File: src/rtl/freq_pkg.sv
// Shared types, width constant and absolute-difference helper for the frequency lock monitor.
package freq_pkg;

    localparam int COUNT_W = 32;

    typedef enum logic {
        ST_UNLOCKED = 1'b0,
        ST_LOCKED   = 1'b1
    } lock_state_t;

    // One extra bit holds the borrow so the difference is exact for any pair of counts.
    function automatic logic [COUNT_W-1:0] abs_diff(input logic [COUNT_W-1:0] a,
                                                    input logic [COUNT_W-1:0] b);
        logic [COUNT_W:0] d;
        d = {1'b0, a} - {1'b0, b};
        if (d[COUNT_W]) begin
            d = -d;
        end
        return d[COUNT_W-1:0];
    endfunction

endpackage

File: src/rtl/freq_avg_acc.sv
// Block averager: sums 2^AVG_LOG2 strobed counts and publishes the truncated mean.
module freq_avg_acc
    import freq_pkg::*;
#(
    parameter int AVG_LOG2 = 2
) (
    input  logic               clk,
    input  logic               rst,
    input  logic [COUNT_W-1:0] cnt,
    input  logic               cnt_valid,
    input  logic               clear,
    output logic [COUNT_W-1:0] freq_avg,
    output logic               avg_valid,
    output logic               avg_done,
    output logic [COUNT_W-1:0] avg_new
);

    localparam int IDX_W = (AVG_LOG2 > 0) ? AVG_LOG2 : 1;
    localparam int ACC_W = COUNT_W + AVG_LOG2;
    localparam logic [IDX_W-1:0] IDX_LAST = IDX_W'((1 << AVG_LOG2) - 1);

    logic [ACC_W-1:0] acc;
    logic [ACC_W-1:0] sum;
    logic [IDX_W-1:0] idx;
    logic             last;

    // The extra AVG_LOG2 bits absorb a full window of all-ones counts.
    assign sum      = acc + ACC_W'(cnt);
    assign last     = (idx == IDX_LAST);
    assign avg_new  = sum[AVG_LOG2 +: COUNT_W];
    assign avg_done = cnt_valid && !clear && last;

    always_ff @(posedge clk or negedge rst) begin
        if (!rst) begin
            acc       <= '0;
            idx       <= '0;
            freq_avg  <= '0;
            avg_valid <= 1'b0;
        end else begin
            avg_valid <= 1'b0;
            if (clear) begin
                acc <= '0;
                idx <= '0;
            end else if (cnt_valid) begin
                if (last) begin
                    freq_avg  <= avg_new;
                    avg_valid <= 1'b1;
                    acc       <= '0;
                    idx       <= '0;
                end else begin
                    acc <= sum;
                    idx <= idx + 1'b1;
                end
            end
        end
    end

endmodule

File: src/rtl/freq_lock_monitor.sv
// Averages frequency-detect counts and tracks lock with hysteresis.
// Optional FREQ_MINMAX_TRACK_EN adds raw min/max count tracking outputs.
module freq_lock_monitor
    import freq_pkg::*;
#(
    parameter int AVG_LOG2   = 2,
    parameter int LOCK_CNT   = 4,
    parameter int UNLOCK_CNT = 2
) (
    input  logic        clk,
    input  logic        rst,
    input  logic [31:0] cnt,
    input  logic        cnt_valid,
    input  logic [31:0] target,
    input  logic [31:0] tol,
    input  logic        clear_stats,
    output logic [31:0] freq_avg,
    output logic        avg_valid,
    output logic        in_tol,
    output logic        lock,
    output logic        lost_lock
`ifdef FREQ_MINMAX_TRACK_EN
    ,
    output logic [31:0] freq_min,
    output logic [31:0] freq_max
`endif
);

    localparam logic [3:0] LOCK_N   = 4'(LOCK_CNT);
    localparam logic [3:0] UNLOCK_N = 4'(UNLOCK_CNT);

    // cnt_valid is a one-cycle strobe with no ready: every strobe is consumed,
    // back-to-back strobes included, unless clear_stats is high in that cycle.
    logic               avg_done;
    logic [COUNT_W-1:0] avg_new;
    logic               new_in_tol;

    lock_state_t state;
    lock_state_t state_nxt;
    logic [3:0]  run;
    logic [3:0]  run_nxt;
    logic [3:0]  run_inc;
    logic        lost_nxt;

    freq_avg_acc #(
        .AVG_LOG2(AVG_LOG2)
    ) u_acc (
        .clk      (clk),
        .rst      (rst),
        .cnt      (cnt),
        .cnt_valid(cnt_valid),
        .clear    (clear_stats),
        .freq_avg (freq_avg),
        .avg_valid(avg_valid),
        .avg_done (avg_done),
        .avg_new  (avg_new)
    );

    assign new_in_tol = (abs_diff(avg_new, target) <= tol);
    assign run_inc    = run + 4'd1;
    assign lock       = (state == ST_LOCKED);

    always_ff @(posedge clk or negedge rst) begin
        if (!rst) begin
            state     <= ST_UNLOCKED;
            run       <= 4'd0;
            lost_lock <= 1'b0;
            in_tol    <= 1'b0;
        end else begin
            state     <= state_nxt;
            run       <= run_nxt;
            lost_lock <= lost_nxt;
            if (avg_done) begin
                in_tol <= new_in_tol;
            end
        end
    end

    // The run counter only moves on completed averages; clearing never reports a lost lock.
    always_comb begin
        state_nxt = state;
        run_nxt   = run;
        lost_nxt  = 1'b0;
        if (clear_stats) begin
            state_nxt = ST_UNLOCKED;
            run_nxt   = 4'd0;
        end else if (avg_done) begin
            case (state)
                ST_UNLOCKED: begin
                    if (new_in_tol) begin
                        if (run_inc == LOCK_N) begin
                            state_nxt = ST_LOCKED;
                            run_nxt   = 4'd0;
                        end else begin
                            run_nxt = run_inc;
                        end
                    end else begin
                        run_nxt = 4'd0;
                    end
                end
                ST_LOCKED: begin
                    if (!new_in_tol) begin
                        if (run_inc == UNLOCK_N) begin
                            state_nxt = ST_UNLOCKED;
                            run_nxt   = 4'd0;
                            lost_nxt  = 1'b1;
                        end else begin
                            run_nxt = run_inc;
                        end
                    end else begin
                        run_nxt = 4'd0;
                    end
                end
                default: begin
                    state_nxt = ST_UNLOCKED;
                    run_nxt   = 4'd0;
                end
            endcase
        end
    end

`ifdef FREQ_MINMAX_TRACK_EN
    always_ff @(posedge clk or negedge rst) begin
        if (!rst) begin
            freq_min <= 32'hFFFF_FFFF;
            freq_max <= 32'h0;
        end else if (clear_stats) begin
            freq_min <= 32'hFFFF_FFFF;
            freq_max <= 32'h0;
        end else if (cnt_valid) begin
            if (cnt < freq_min) begin
                freq_min <= cnt;
            end
            if (cnt > freq_max) begin
                freq_max <= cnt;
            end
        end
    end
`endif

endmodule
File: config.mk
export PLATFORM = sky130hd
export DESIGN_NAME = freq_lock_monitor
export DESIGN_NICKNAME = d
export VERILOG_FILES = /design/src/rtl/freq_pkg.sv /design/src/rtl/freq_avg_acc.sv /design/src/rtl/freq_lock_monitor.sv
export SDC_FILE = /design/constraint.sdc
export NUM_CORES = 1
export LEC_CHECK = 0
export ABC_AREA = 1
export CAP_MARGIN = 20
export CORE_MARGIN = 3
export CORE_UTILIZATION = 45
export DETAILED_ROUTE_END_ITERATION = 16
export GPL_ROUTABILITY_DRIVEN = 0
export GPL_TIMING_DRIVEN = 0
export PLACE_DENSITY = 0.73
export SLEW_MARGIN = 20
export SYNTH_ARGS = -nofsm -noshare
export SYNTH_HDL_FRONTEND = slang
export SYNTH_SLANG_ARGS = --single-unit
File: constraint.sdc
create_clock -name clk -period 5.5 [get_ports clk]
set_input_delay 0.825 -clock clk [delete_from_list [all_inputs] [get_ports clk]]
set_output_delay 0.825 -clock clk [all_outputs]
set_load 0.05 [all_outputs]
Yosys cells after proc, flatten, opt, wreduce, memory -nomap -nowiden
Index checks and enable logic that the tools add are counted.

cells by class
  add/sub/neg operators = 5
  order comparisons = 1
  equality and inequality tests = 3
  muxes and demuxes = 29
  reduce and logical (&&, ||, !) cells = 6
  bitwise gates (word level) = 2

operator list
  operator                                        count
  2-to-1 mux 34 bit                               3
  adder 34 x 32 -> 34 bit                         1
  subtractor 32 x 32 -> 33 bit                    1
  <= comparator 32 bit                            1
  2-to-1 mux 32 bit                               1
  negator 32 bit                                  1
  2-to-1 mux 4 bit                                6
  2-to-1 mux 1 bit                                14
  case mux 4 bit (2 select lines)                 1
  2-to-1 mux 2 bit                                3
  adder 4 x 1 -> 4 bit (second input constant)    1
  == test 4 x 2 -> 1 bit (second input constant)  1
  == test 4 x 3 -> 1 bit (second input constant)  1
  nonzero test 2 bit                              2
  AND reduction 3 bit                             1
  adder 2 x 1 -> 2 bit (second input constant)    1
  == test 2 bit (second input constant)           1
  logical AND 1 bit                               2
  inverter 1 bit                                  2
  case mux 1 bit (2 select lines)                 1
  logical NOT 1 bit                               1

storage, ports and cells
  register bits = 76
  bits of input ports = 100

Longest topological paths before layout
  depth after elaboration = 9
  depth in mapped cells = 44

Modules after synthesis
A second synthesis with hierarchy kept.

second synthesis, totals
  cell total of the unflattened synthesis = 1624
  area total of the unflattened synthesis = 9615.5 µm²

by module, submodules not included
  module             instances  cells each  area each (µm²)
  freq_avg_acc       1          739         4993.5
  freq_lock_monitor  1          885         4621.9

Worst setup path after synthesis
OpenSTA, ideal clock, no wires.

  kind = in2reg
  start point = in cnt[0]
  end point = reg run[2]
  setup time = 129 ps
  cell stages on the path = 36
  data arrival time = 5334 ps
  data required time = 5371 ps
  slack = 38 ps
  buffers on the path = 0
  cells stage by stage = ha_1 fa_1 nand2_1 nand2_1 o21ai_1 o21ai_0 nand2_1 o211ai_1 nand2_1 nand2_1 a21oi_1 xnor2_1 ha_1 a21oi_1 a21boi_0 o21ai_0 inv_1 nand2_1 nand2_1 nand2_1 nor2_1 nand3_1 o21ai_2 nand2_1 nand2_1 nand2_1 ha_1 nand2_1 nor2_1 nand4_1 nor4_1 nand3_1 nand2_1 nand2_1 nand2_1 o21ai_0

between the ends
  word-level cells in the longest chain between the ends = 9
  elaborated cells between the ends (all ways) = 10
  classes of those cells = add/sub (3); order compare (1); mux (6)

RTL lines
  item                                        RTL line                                           source
  start, declared                             freq_lock_monitor.sv:12                            input logic [31:0] cnt,
  adder 34 x 32 -> 34 bit (*)                 freq_avg_acc.sv:28                                 assign sum = acc + ACC_W'(cnt);
  net avg_new[20]                             freq_lock_monitor.sv:35                            logic [COUNT_W-1:0] avg_new;
  subtractor 32 x 32 -> 33 bit (*)            freq_pkg.sv:15                                     d = {1'b0, a} - {1'b0, b};
  negator 32 bit                              freq_pkg.sv:17                                     d = -d;
  2-to-1 mux 32 bit (*)                       freq_pkg.sv:16                                     if (d[COUNT_W]) begin
  <= comparator 32 bit (*)                    freq_lock_monitor.sv:59                            assign new_in_tol = (abs_diff(avg_new, target) <= tol);
  2-to-1 mux 4 bit, on equally long branches  freq_lock_monitor.sv:102, freq_lock_monitor.sv:90
  case mux 4 bit (2 select lines) (*)         freq_lock_monitor.sv:88                            case (state)
  2-to-1 mux 4 bit (*)                        freq_lock_monitor.sv:87                            end else if (avg_done) begin
  2-to-1 mux 4 bit (*)                        freq_lock_monitor.sv:84                            if (clear_stats) begin
  end signal, assigned                        freq_lock_monitor.sv:71                            run <= run_nxt;
  end, declared                               freq_lock_monitor.sv:40                            logic [3:0] run;

Mark *: on every way through the listed nets, which the timed path passes. The rest lies on a longest branch. The select of a mux whose other input is x is not followed.
A chain may end at the register's enable or synchronous reset.

Worst setup path after layout
Same ends and word-level chain as after synthesis.

==> results.toml <==
[run_status]
outcome = "finished, violations left"
violations = "negative setup slack"

[clocking]
numClockSinks = 76
cts_buffers = 9
cts-htree-levels = 3
insertion_delay_ns = 0.36
cts_tree = "built"
clockBufferDepth = 2
path_clk_slew_ns = 0.06
root_buffer = "clkbuf_16"

[final_layout]
layout-drive-gt1-share_pct = 26.1
syn_to_final_growth_pct = 51.5
layout.nets = 1912
final_cells = 1979
finish.instance_area_um2 = 13800
diodes = 0

[yosys]
yosys_warnings = 0
synth_cell_types = 43
avgSynthCellArea_um2 = 6.17
synth_compound_area_share_pct = 12.1
synth-edff-count = 0
synth_area_leader_cell = "nand2_1"
synth_commonest_cells = "515 x nand2_1, 244 x inv_1, 107 x nor2_1"
synth_flop_cell = "dfrtp_1"
synthAdderAreaFrac_pct = 14.2
synth_top_area_share_pct = 21.3
synthMuxAreaShare_pct = 0
ys_top_cells_by_area = "nand2_1 21%, dfrtp_1 21%, ha_1 14%, inv_1 10%, nand3_1 4.5%"
syn-num-nets = 1675
synth_top_family_by_area = "simple AND/OR/NAND/NOR gates"
yosys.area_share.simple_pct = 36.3
synth-xor-area-share_pct = 5.21
netlist_instances = 1473
yosysMostFrequentCell = "nand2_1"
ys_seq_area_share_pct = 20.9
synth-async-reset-ratio_pct = 100
ys_ff_latch = 76
netlist_area_um2 = 9080

[routing]
wl_um = 34500
dr.pass1.iters = 6
drt_iter0_markers = 1000
via_count = 11100
drtAntennaViolNets = 0
wl_per_cell_um = 17.4
drc = 0
viasPerCell = 5.63

[power_and_ir_drop]
switching_share_pct = 52.9
worst_ir_drop_vdd_mv = 0.243
internal_power_uw = 3120
switchingPower_uw = 3510
seqPwrFrac_pct = 11.3
pwr-share-clk_pct = 9.6
comb_power_share_pct = 79.0
pwr_density_cell_nw_per_um2 = 482
leakagePower_uw = 0.00696

[critical_path]
critPathBufInv = 3
cp_data_required_time_ns = 5.79
cp-end-kind = "flip-flop"
cpMostUsedCell = "nand2_2"
start_kind = "primary input"
cp.arrival_ns = 6.02
critical-path-top-delay-family = "simple AND/OR/NAND/NOR gates"
critPathMaxFanout = 4
cpMaxStageDelayCell = "fa_2"
critPathMaxStageDelay_ns = 0.40
crit_type = "in2reg"

[timing]
post-route-worst-setup-slack_ns = -0.227
worst_slew_pin_slew_ns = 0.947
maxSlewViolCount = 0
setup_viol = 7
hold_viol = 0
skew_ns = 0.00955
fin_crit_sh_pct = 104
max-slew-margin-rel_pct = 36.7
rsz0062_at_grt = "yes"
fmax_mhz = 175
layout_min_cycle_time_ns = 5.73

[die]
die_width_um = 148
num_rows = 51
core-area_um2 = 19700
ios = 136
die_y_um = 148
die_area_um2 = 21900
initial_core_util_pct = 46.2

[placement]
place_hpwl_um = 21900
port_buffers = 135
dp_cells = 1874
placed_cell_area_um2 = 10800

[grt]
grt_usage_pct = 28.2
grt_max_degree = 41
overflow = 0
grt_pass1_vias = 10600
grt_pass1_wl_um = 50500
antenna_found_initial = 0

[flow_run]
cap_violations = 0

[hold_path]
hp-class = "in2async"
[worst reg2reg max path, delay by kind of cell (launching register included)]
kind | cells | cell delay [ns]
buffers and inverters | 2 | 0.12
XOR/XNOR | 1 | 0.15
AO/OA/AOI/OAI | 7 | 1.11
adder cells (fa/ha/maj) | 4 | 1.12
flip-flops | 1 | 0.41
AND/OR/NAND/NOR | 24 | 2.60
[final timing paths]
check                                                     from                             end  slack (ns)  depth (start not counted)
worst max-delay path                                    cnt[0]              run[2]$_DFFE_PN0P_       -0.23                         39
worst min-delay path                                       rst  u_acc.freq_avg[22]$_DFFE_PN0P_        0.43                          1
worst max register to register        u_acc.acc[0]$_DFFE_PN0P_              run[2]$_DFFE_PN0P_       -0.09                         38
worst min register to register  u_acc.freq_avg[23]$_DFFE_PN0P_  u_acc.freq_avg[23]$_DFFE_PN0P_        0.48                          2
max in group asynchronous                                  rst   u_acc.freq_avg[9]$_DFFE_PN0P_        4.46                          2
min in group clk                u_acc.freq_avg[23]$_DFFE_PN0P_  u_acc.freq_avg[23]$_DFFE_PN0P_        0.48                          2
[stage by stage]
stage / util (%) / setup slack, ns / power, uW / hold WS [ns] / TNS, ns
finish: 70.0 / -0.227 / 6630 / 0.431 / -1.38
global route: 70.0 / -0.593 / 7140 / 0.476 / -3.85
CTS: 66.3 / -0.0281 / 5870 / 0.467 / -0.0417
detailed placement: 54.9 / -1.69 / 4340 / 0.465 / -11.35
global placement: 54.8 / -1.58 / 4260 / 0.463 / -10.70
floorplan: - / 0.0375 / 3440 / 0.446 / 0
[repair_timing]
item                       CTS  global route
pin swaps                  112            92
resized for setup          324           132
hold buffers                 0             0
gates cloned                 0             0
setup endpoints to repair    7             7
setup buffers               66            26
[sequential cells by signal, indices dropped and copies added, names as in the netlist]
register and flops:
in_tol 1, lock 1, lost_lock 1, run 4, u_acc.acc 34, u_acc.avg_valid 1, u_acc.freq_avg 32, u_acc.idx 2
[power groups by stage]
stage | logic [uW] | clock network, uW | registers (uW)
floorplan | 2490 | 0 | 952
global placement | 3530 | 0 | 737
detailed placement | 3600 | 0 | 739
CTS | 4490 | 631 | 747
global route | 5710 | 663 | 759
finish | 5240 | 640 | 751
[routing by layer]
metal  wire [um]  GRT usage (%)
met3        2790           4.42
met4        2080           12.1
met5           0              0
met2       16600           50.1
met1       13100           34.0
[cell type report]
type	count	area, um2
fillers	1485	5900
repair buffers	228	2050
well taps	265	332
inverters	255	967
flip-flops and latches	76	1900
clock buffers	10	229
multi-input cells	1124	8120
plain buffers	16	78.8
clock inverters	5	77.6
[cells by family after synthesis]
group                      count (synthesis)
and+or+nand+nor                          785
buffers and inverters                    273
AOI/OAI and AO/OA                        183
adders and majority gates                102
DFF                                       76
xor gates and xnor gates                  54
[cell usage in the layout (no fill, tap or decap), types with 39 or more instances in the layout]
cell	Yosys	final
nand2_1	515	440
inv_1	244	230
clkdlybuf4s50_1	0	109
buf_4	0	91
dfrtp_1	76	76
nor2_1	107	72
nand3_1	82	71
nand2_2	14	68
ha_4	0	48
ha_1	100	48
a21oi_1	79	39
Note: power is estimated with default switching activity, not from simulation.
